==> config.mk <==
export PLATFORM = sky130hd
export DESIGN_NAME = vnu
export DESIGN_NICKNAME = d
export VERILOG_FILES = /design/src/rtl/vnu.sv
export SDC_FILE = /design/constraint.sdc
export NUM_CORES = 1
export LEC_CHECK = 0
export BUFFER_PORTS_ARGS = -buffer_cell sky130_fd_sc_hd__buf_2
export CORE_AREA = 2 2 160 100
export DETAILED_ROUTE_END_ITERATION = 10
export DIE_AREA = 0 0 162 102
export PLACE_DENSITY_LB_ADDON = 0.2
export SETUP_SLACK_MARGIN = 0.02
export SLEW_MARGIN = 20
export SYNTH_ARGS = -nofsm -noshare
export SYNTH_HDL_FRONTEND = slang
export SYNTH_SLANG_ARGS = --single-unit
==> constraint.sdc <==
create_clock -name clk -period 3.62 [get_ports clk]
set_clock_uncertainty 0.15 [all_clocks]
set_input_delay 0.543 -clock clk [delete_from_list [all_inputs] [get_ports clk]]
set_output_delay 0.543 -clock clk [all_outputs]
set_load 0.01 [all_outputs]
==> src/rtl/vnu.sv <==
// Variable node unit for a min-sum LDPC decoder. It adds the channel LLR to all
// incoming check messages and emits saturated extrinsic messages plus a hard decision.
module vnu #(
    parameter int DV    = 3,
    parameter int res_w = 8,
    parameter int ext_w = 3,
    parameter int llr_w = 8
) (
    input  logic                           clk,
    input  logic                           rst,
    input  logic                           en,
    input  logic                           in_valid,
    input  logic                           init,
    input  logic [llr_w-1:0]               llr,
    input  logic [res_w*DV-1:0]            r,
    output logic [(res_w+ext_w)*DV-1:0]    q,
    output logic                           hd,
    output logic                           out_valid
);
    localparam int data_w = res_w + ext_w;
    localparam int sum_w  = data_w + $clog2(DV + 1);

    // Symmetric clamp bounds; -2^(data_w-1) is deliberately unreachable.
    localparam logic signed [sum_w-1:0] SAT_MAX = {{(sum_w-data_w+1){1'b0}}, {(data_w-1){1'b1}}};
    localparam logic signed [sum_w-1:0] SAT_MIN = -SAT_MAX;

    if (DV < 2 || DV > 16 || llr_w > data_w) begin : g_param_err
        $error("vnu: DV must be 2..16 and llr_w must not exceed res_w+ext_w");
    end

    function automatic logic signed [data_w-1:0] sat(input logic signed [sum_w-1:0] x);
        logic signed [sum_w-1:0] y;
        if (x > SAT_MAX) begin
            y = SAT_MAX;
        end else if (x < SAT_MIN) begin
            y = SAT_MIN;
        end else begin
            y = x;
        end
        return y[data_w-1:0];
    endfunction

    logic signed [sum_w-1:0]  total_p1_d, total_p1_q;
    logic signed [sum_w-1:0]  reff_p1_d [DV];
    logic signed [sum_w-1:0]  reff_p1_q [DV];
    logic                     vld_p1_q;
    logic signed [data_w-1:0] q_p2_d [DV];
    logic signed [data_w-1:0] q_p2_q [DV];
    logic                     hd_p2_d, hd_p2_q;
    logic                     vld_p2_q;

    // Stage 1: effective messages and exact node total.
    always_comb begin
        total_p1_d = {{(sum_w-llr_w){llr[llr_w-1]}}, llr};
        for (int i = 0; i < DV; i++) begin
            reff_p1_d[i] = init ? '0
                                : {{(sum_w-res_w){r[i*res_w+res_w-1]}}, r[i*res_w +: res_w]};
            total_p1_d   = total_p1_d + reff_p1_d[i];
        end
    end

    // Stage 2: extrinsic subtraction with saturation, sign of total as hard decision.
    always_comb begin
        for (int i = 0; i < DV; i++) begin
            q_p2_d[i] = sat(total_p1_q - reff_p1_q[i]);
        end
        hd_p2_d = total_p1_q[sum_w-1];
    end

    always_ff @(posedge clk or posedge rst) begin
        if (rst) begin
            total_p1_q <= '0;
            vld_p1_q   <= 1'b0;
            hd_p2_q    <= 1'b0;
            vld_p2_q   <= 1'b0;
            for (int i = 0; i < DV; i++) begin
                reff_p1_q[i] <= '0;
                q_p2_q[i]    <= '0;
            end
        end else if (en) begin
            total_p1_q <= total_p1_d;
            vld_p1_q   <= in_valid;
            hd_p2_q    <= hd_p2_d;
            vld_p2_q   <= vld_p1_q;
            for (int i = 0; i < DV; i++) begin
                reff_p1_q[i] <= reff_p1_d[i];
                q_p2_q[i]    <= q_p2_d[i];
            end
        end
    end

    for (genvar g = 0; g < DV; g++) begin : g_q
        assign q[g*data_w +: data_w] = q_p2_q[g];
    end

    assign hd        = hd_p2_q;
    assign out_valid = vld_p2_q;

endmodule

==> impl_results.md <==
- Syn_nets: ~740
- Utilization after layout: between 40% and 50%
- Uppermost layer routed: met4
- Area contributors post-synth: dfrtp_1 31%, ha_1 9.7%, fa_1 6.8%
- Clock slew at reported path FFs: 0.06 ns
- Min Tclk post-route: 3.50 ns
- Post-synth top area share: between 30% and 40%
- #FFs+latches synth: 73
- # DRC: 0
- Initial antenna violation count: 0
- Power per Cell Area: roughly 870 nW/um^2
- Pre-antenna DRT Iters: 4
- Ports: between 70 and 80
- Routability Congestion: between 0.9 and 1
- Place WS: -0.237 ns
- CP arrival: 3.57 ns
- Layout area overhead: 18.0%
- Cells on worst reg2reg path: 10
- Post-DP HPWL: roughly 12000 um
- Distinct cells, synth: between 70 and 80
- Site row count: 35
- Num Clock Sinks: 73
- Mapped Cells: between 600 and 700
- Mapped Area: between 5000 and 6000 um^2
- Ratio of cells with drive above 1 in the final layout: 21.6%
- Synth cell count leaders: 73 x dfrtp_1, 64 x inv_1, 46 x ha_1
- CP Launch Type: input pin
- CP endpoint kind: flop
- First-pass GRT wire length: ~25000 um
- Worst hold slack: approximately 0.11 ns
- Largest net degree at the start of global routing: 61
- Number of synthesized flops with an enable pin: 0
- Root Buffer Master: clkbuf_16
- Async set or reset register ratio after synthesis: 100%
- Clk buf depth: 2
- Maxcap violations: 0
- Top-count cell post-synth: dfrtp_1
- Routed wire length per instance: around 16 um
- CTS tree: done
- Met3 Routed Length: approximately 600 um
- Fillers: about 1500
- Met2 WL: around 6600 um
- Wl on met1: about 7700 um
- Fin crit share: approximately 97%
- Crit Path Max Fanout: 11
- VDD IR max: around 0.37 mV
- Setup CP Type: in2reg
- Total congestion overflow: 0
- Initial Utilization: between 30 and 40%
- Required time of the critical path: around 3.7 ns
- Warning count from the yosys run: 0
- Tightest Pin Transition: between 0.6 and 0.7 ns
- Power Total: slightly above 6000 uW
- Final #Nets: about 800
- H-tree depth: 3
- P_leak: ~0.0032 uW
- Die Span Y: just over 100 um
- Die area: 16500 um^2
- Outcome: finished clean
- Avg Cell Area, Syn: 9.33 um^2
- Core area: around 15000 um^2
- Fmax: 286 MHz
- Clk_lat worst skew: between 0.3 and 0.4 ns
- Max-slew violation count: 0
- Ys flop type: dfrtp_1
- # hold bufs at CTS: 0
- Yosys top cell by area: dfrtp_1
- Sequential area share after synthesis: ~31%
- Final setup fails: 0
- DR vias/cell: 5.31
- Die W: ~160 um
- Starting DRT DRC Count: 318
- Slew headroom: between 50 and 60%
- Antenna viol nets, final: 0
- Final worst slack: about 0.12 ns
- Hold Vio Cnt, Final: 0
- Vias in the first global route: between 4000 and 5000
- Wirelength, routed: ~15000 um
- Global router's overall resource usage: 19.3%
- Vias post-DR: 4916
- Hold Path Class: in2async
- # port buffers: between 70 and 80
- Inserted Clock Buffers: 9
- N_diodes: 0
[layout by cell type (no fill, tap or decap), types with 12 or more instances in the layout]
cell	instances
inv_1	63
o21ai_0	24
buf_4	24
fa_1	19
nand2_1	42
mux2i_1	16
o21a_1	13
xnor2_1	20
ha_1	46
nor2_1	36
mux2_2	12
a21o_1	12
a21oi_1	25
dfrtp_1	73
nor2b_1	19
nand2b_1	19
o21ai_1	12
buf_2	70
[worst paths after layout]
check / start / to / slack [ns]
min reg2reg: q[18] / q[18] / 0.34
max: init / total_p1_q[11] / 0.12
min: rst / out_valid / 0.11
max reg2reg: total_p1_q[1] / q[5] / 0.37
max in group asynchronous: rst / q[18] / 2.44
min in group clk: in_valid / vld_p1_q / 0.29
[sequential cells by signal (all words and copies together) (netlist names)]
name	flops
vld_p1_q	1
out_valid	1
hd	1
total_p1_q	13
q	33
reff_p1_q	24
[power by group]
| part | switching (uW) | total (uW) | internal (uW) |
|---|---|---|---|
| sequential | 233 | 1340 | 1100 |
| combinational | 2160 | 3850 | 1690 |
| clock | 356 | 889 | 533 |
[logic make-up after synthesis]
| kind of cell | share of synthesized area (%) |
|---|---|
| adders and majority gates | 16.5 |
| DFF | 30.9 |
| AOI/OAI and AO/OA | 21.6 |
| xor gates and xnor gates | 4.01 |
| and+or+nand+nor | 16.4 |
| muxes | 5.00 |
| buffers and inverters | 5.60 |
[critical path: stages]
cell,delay [ns]
buf_2,0.16
nand2b_4,0.16
fa_1,0.54
fa_1,0.42
inv_1,0.07
ha_1,0.16
inv_1,0.06
fa_2,0.33
nor2b_1,0.12
o21ai_1,0.08
a21boi_1,0.20
o21ai_1,0.12
a21oi_2,0.16
o21ai_1,0.10
nor4b_2,0.17
o22a_1,0.16
[final cells by class]
cell class                      instances  area [um^2]  area share, %
Clock buffer                           11          233           3.34
Timing Repair Buffer                   94          531           7.62
Sequential cell                        73         1830           26.2
Multi-Input combinational cell        473         3810           54.8
Clock inverter                          5         56.3          0.809
Tap cell                              203          254           3.65
Inverter                               66          248           3.56
[timing repair]
| action | 4_1_cts | 5_1_grt |
|---|---|---|
| setup buffers | 0 | 1 |
| gates resized for setup | 0 | 2 |
| hold endpoints to repair | 0 | 0 |
| endpoints found under the setup margin | 0 | 2 |
[stage by stage]
stage / std cells / setup TNS [ns] / instance area (um^2)
final: 925 / 0 / 6960
after global routing: 925 / -0.000832 / 6960
after CTS: 924 / 0 / 6940
after detailed placement: 908 / -0.803 / 6660
after global placement: 908 / -0.357 / 6660
after floorplan: 633 / 0 / 5980
[metal layers]
layer	GRT usage (%)	up-vias
met5	0	-
met4	5.38	0
met3	3.73	28
met2	30.5	108
met1	27.4	2370
li1	-	2410
No activity file was read; power rests on OpenSTA's default activity.
